$ cat config.mk
export PLATFORM = sky130hd
export DESIGN_NAME = axis_packet_scheduler
export DESIGN_NICKNAME = d
export VERILOG_FILES = /design/src/rtl/axis_packet_scheduler.sv
export SDC_FILE = /design/constraint.sdc
export NUM_CORES = 1
export LEC_CHECK = 0
export CAP_MARGIN = 10
export CORE_MARGIN = 1.5
export CORE_UTILIZATION = 50
export CTS_CLUSTER_DIAMETER = 200
export CTS_CLUSTER_SIZE = 24
export DETAILED_ROUTE_END_ITERATION = 12
export PLACE_DENSITY = 0.81
export SLEW_MARGIN = 10
export SYNTH_ARGS = -nofsm -noshare
export SYNTH_HDL_FRONTEND = slang
export SYNTH_SLANG_ARGS = --single-unit
$ cat constraint.sdc
create_clock -name aclk -period 4.6 [get_ports aclk]
set_input_delay 0.69 -clock aclk [delete_from_list [all_inputs] [get_ports aclk]]
set_output_delay 0.69 -clock aclk [all_outputs]
set_load 0.02 [all_outputs]
$ cat src/rtl/axis_packet_scheduler.sv
// Run-control gate between a free-running AXI4-Stream source and the DMA:
// passes whole packets of a runtime length, a runtime number of times, with tlast framing.
module axis_packet_scheduler #(
    parameter int TDATA_WIDTH = 64,
    parameter int LEN_WIDTH   = 32
) (
    input  logic                   aclk,
    input  logic                   reset,
    input  logic                   start,
    input  logic                   abort,
    input  logic                   trig_en,
    input  logic                   trig,
    input  logic [LEN_WIDTH-1:0]   cfg_pkt_length,
    input  logic [31:0]            cfg_n_pkts,
    input  logic                   s_axis_tvalid,
    output logic                   s_axis_tready,
    input  logic [TDATA_WIDTH-1:0] s_axis_tdata,
    output logic                   m_axis_tvalid,
    input  logic                   m_axis_tready,
    output logic                   m_axis_tlast,
    output logic [TDATA_WIDTH-1:0] m_axis_tdata,
    output logic                   busy,
    output logic                   done,
    output logic                   cfg_error,
    output logic [31:0]            pkt_count
);

    typedef enum logic [1:0] {
        IDLE,
        ARMED,
        RUN,
        STOPPING
    } state_t;

    state_t               state_q;
    logic [LEN_WIDTH-1:0] len_q;
    logic [31:0]          nPkts_q;
    logic [LEN_WIDTH-1:0] beatCnt_q;
    logic [31:0]          pktCount_q;
    logic [31:0]          pktCount_d;
    logic                 done_q;
    logic                 cfgError_q;

    logic gateOpen;
    logic hs;
    logic lastBeat;
    logic finalPkt;

    // Outside RUN/STOPPING the source is drained so it never backs up.
    assign gateOpen      = (state_q == RUN) || (state_q == STOPPING);
    assign m_axis_tvalid = gateOpen & s_axis_tvalid;
    assign s_axis_tready = gateOpen ? m_axis_tready : 1'b1;
    assign m_axis_tdata  = s_axis_tdata;

    assign hs         = gateOpen & s_axis_tvalid & m_axis_tready;
    assign lastBeat   = gateOpen && (beatCnt_q == len_q - LEN_WIDTH'(1));
    assign pktCount_d = pktCount_q + 32'd1;
    assign finalPkt   = (nPkts_q != 32'd0) && (pktCount_d == nPkts_q);

    assign m_axis_tlast = lastBeat;
    assign busy         = (state_q != IDLE);
    assign done         = done_q;
    assign cfg_error    = cfgError_q;
    assign pkt_count    = pktCount_q;

    always_ff @(posedge aclk or posedge reset) begin
        if (reset) begin
            state_q    <= IDLE;
            len_q      <= '0;
            nPkts_q    <= '0;
            beatCnt_q  <= '0;
            pktCount_q <= '0;
            done_q     <= 1'b0;
            cfgError_q <= 1'b0;
        end else begin
            case (state_q)
                IDLE: begin
                    if (start) begin
                        if (cfg_pkt_length != '0) begin
                            len_q      <= cfg_pkt_length;
                            nPkts_q    <= cfg_n_pkts;
                            beatCnt_q  <= '0;
                            pktCount_q <= '0;
                            done_q     <= 1'b0;
                            cfgError_q <= 1'b0;
                            state_q    <= trig_en ? ARMED : RUN;
                        end else begin
                            cfgError_q <= 1'b1;
                        end
                    end
                end
                ARMED: begin
                    if (abort) begin
                        state_q <= IDLE;
                    end else if (trig) begin
                        state_q <= RUN;
                    end
                end
                RUN, STOPPING: begin
                    // A pending stop always resolves on a packet boundary, never mid-packet.
                    if (hs && lastBeat) begin
                        beatCnt_q  <= '0;
                        pktCount_q <= pktCount_d;
                        if (finalPkt) begin
                            done_q  <= 1'b1;
                            state_q <= IDLE;
                        end else if (state_q == STOPPING || abort) begin
                            state_q <= IDLE;
                        end
                    end else if (hs) begin
                        beatCnt_q <= beatCnt_q + LEN_WIDTH'(1);
                        if (state_q == RUN && abort) begin
                            state_q <= STOPPING;
                        end
                    end else if (state_q == RUN && abort) begin
                        state_q <= (beatCnt_q == '0) ? IDLE : STOPPING;
                    end
                end
                default: state_q <= IDLE;
            endcase
        end
    end

endmodule

==> flow_summary.json <==
{
  "antenna_found_initial": 0,
  "setup_violations": 0,
  "io_buffer_count": 109,
  "clock_skew_ns": 0.00944,
  "ys_types": 71,
  "cp.arrival_ns": 3.51,
  "die_h_um": 137,
  "remaining_drc_errors": 0,
  "diodes": 0,
  "cp_slowest_cell": "or4_1",
  "via_per_inst": 6.12,
  "holdBufCountCts": 0,
  "placed_area_mm2": 0.00982,
  "critPathLaunch": "len_q[0]",
  "grt_overflow": 0,
  "gp_congestion": 0.967,
  "die_area_mm2": 0.0189,
  "rsz0062_at_grt": "no",
  "syn-cell-area_mm2": 0.00903,
  "drive_gt1_frac": 0.0983,
  "clockBufferDepth": 2,
  "ys_warn_count": 0,
  "wl_per_cell_um": 18.8,
  "dr.pass1.iters": 6,
  "p_per_area_mw_per_mm2": 492,
  "slew_headroom": 0.433,
  "total_power_mw": 5.14,
  "grt_max_degree": 69,
  "slowest_delay_ns": 0.55,
  "cts_inserted_buffers": 17,
  "syn2layout_area_growth_pct": 15.7,
  "cp_cell_sequence": "or4_1, or3_1, a2111oi_2, nand3_1, nor4b_1, and4b_1, and4b_1, dlymetal6s2s_1",
  "synth_ff_type": "dfrtp_1",
  "drv_cap": 0,
  "ys_seq_area_frac": 0.366,
  "hold_path_class": "flop to flop",
  "cp_top_family": "simple AND/OR/NAND/NOR gates",
  "finalCriticalPeriod_ns": 4.20,
  "ant_nets": 0,
  "crit_top_cell": "and4b_1",
  "peakVddDrop_uv": 375,
  "critPathLaunchType": "flop",
  "max_freq_ghz": 0.238,
  "post_cts_buffers": 0,
  "cp_max_fo": 9,
  "power_leakage_nw": 4.27,
  "netlist_instances": 1056,
  "postLayoutCellArea_mm2": 0.0104,
  "tightest_slew_ns": 0.850,
  "ctsRootBufferMaster": "clkbuf_16",
  "rows": 48,
  "die_w_um": 137,
  "track_usage": 0.273,
  "status": "finished, final reports clean",
  "post-route-util": 0.598,
  "hold_violations": 0,
  "numClockSinks": 132,
  "num_io_pins": 238,
  "r2r_start": "len_q[4]",
  "mostFrequentLayoutCell": "nand2_1",
  "vias": 8039,
  "drtIter0Drc": 974,
  "initial_utilization": 0.516,
  "syn_nets": 1196,
  "grt_pass1_vias": 7587,
  "ys_ff_latch": 132,
  "crit_path_end_kind": "output port",
  "worstHoldStart": "cfg_error",
  "drt_wl_total_um": 24700,
  "drv_slew": 0,
  "clk_latency_ns": 0.43,
  "hpwl_um": 17400,
  "cts_tree": "done",
  "synthArstFlopShare": 1.00,
  "crit_buf_inv": 1,
  "synth-edff-count": 0,
  "fin_tns_setup_ns": 0,
  "grt_pass1_wl_um": 39700,
  "syn_area_per_cell_um2": 8.55,
  "htreeDepth": 4,
  "path_class": "flop to output port",
  "layout_common_cells": "nand2_1, dfrtp_1, clkdlybuf4s50_1",
  "placeableCoreArea_mm2": 0.0175,
  "clk_pin_slew_ns": 0.06,
  "nets": 1216,
  "cp.required_ns": 3.91,
  "fin_crit_sh": 0.914
}
cell families after synthesis:
group                      share of synthesized area
adders and majority gates                    0.00554
AOI/OAI and AO/OA                              0.104
DFF                                            0.366
buffers and inverters                         0.0922
muxes                                         0.0484
and+or+nand+nor                                0.277
xor gates and xnor gates                       0.107
where the power goes:
group          total [mW]  switching (mW)  leakage [nW]  internal (mW)
clock network        1.38           0.525         0.287          0.854
registers            1.96           0.486          1.70           1.48
logic                1.80           0.953          2.28          0.843
total                5.14            1.96          4.27           3.17
sequential cells by signal, summed over array words and instances (netlist names):
signal     flops
done           1
cfg_error      1
beatCnt_q     32
state_q        2
pkt_count     32
len_q         32
nPkts_q       32
routing by layer:
metal / vias up / routed length (um) / global-route usage
li1: 3734 / - / -
met1: 3878 / 10800 / 0.384
met2: 379 / 11300 / 0.418
met3: 48 / 2090 / 0.0618
met4: 0 / 477 / 0.0848
met5: - / 0 / 0
through the flow:
| stage | hold WS, ns | instances | setup slack [ns] |
|---|---|---|---|
| 5_1_grt | 0.533 | 1314 | 0.227 |
| 3_5_place_dp | 0.467 | 1282 | 0.372 |
| 2_1_floorplan | 0.488 | 1056 | 0.384 |
| 4_1_cts | 0.478 | 1314 | 0.0462 |
| 3_3_place_gp | 0.465 | 1282 | 0.396 |
| 6_report | 0.473 | 1314 | 0.397 |
path summary, 6_finish.rpt:
check                           slack [ns]             to  cells after the start
worst min-delay path                  0.47      cfg_error                      2
worst max register to register        0.64  pkt_count[19]                     12
min in group asynchronous             0.78   pkt_count[1]                      2
worst min register to register        0.47      cfg_error                      2
max in group asynchronous             2.98      len_q[25]                      3
worst max-delay path                  0.40   m_axis_tlast                      8
timing repair:
item                                    4_1_cts  5_1_grt
pin swaps                                     0        0
endpoints found under the setup margin        1        1
gates resized for setup                       2        2
synth_stat cells, types with 7 or more instances:
| cell type | instances | area (um^2) |
|---|---|---|
| nand2_1 | 154 | 578 |
| dfrtp_1 | 132 | 3300 |
| nor2_1 | 77 | 289 |
| buf_4 | 67 | 503 |
| xnor2_1 | 63 | 552 |
| nand3_1 | 48 | 240 |
| nor4_1 | 45 | 282 |
| xor2_1 | 45 | 394 |
| a21oi_1 | 37 | 185 |
| clkbuf_1 | 36 | 135 |
| mux2_2 | 33 | 372 |
| a31oi_1 | 31 | 194 |
| nand4_1 | 28 | 175 |
| nor3_1 | 26 | 130 |
| o21ai_0 | 23 | 115 |
| inv_1 | 22 | 82.6 |
| buf_2 | 19 | 95.1 |
| nand2b_1 | 13 | 81.3 |
| and3_1 | 12 | 75.1 |
| and4_1 | 8 | 70.1 |
| or3_1 | 8 | 50.1 |
| or4_1 | 8 | 60.1 |
| and2_1 | 7 | 43.8 |
| o31ai_1 | 7 | 52.6 |
cell type report:
class | instances | area, um^2
tap | 225 | 282
clock buffer | 21 | 480
inverter | 23 | 88.8
sequential | 132 | 3300
timing repair buffer | 126 | 1250
multi-input combinational | 776 | 4920
clock inverter | 11 | 126
fill | 1423 | 7030
tightest hold or removal path, cell delays in order, from the launching register on:
cell and delay, ns:
dfrtp_1 0.34, nand2_1 0.05, o31ai_1 0.05
Note: power is estimated with default switching activity, not from simulation.
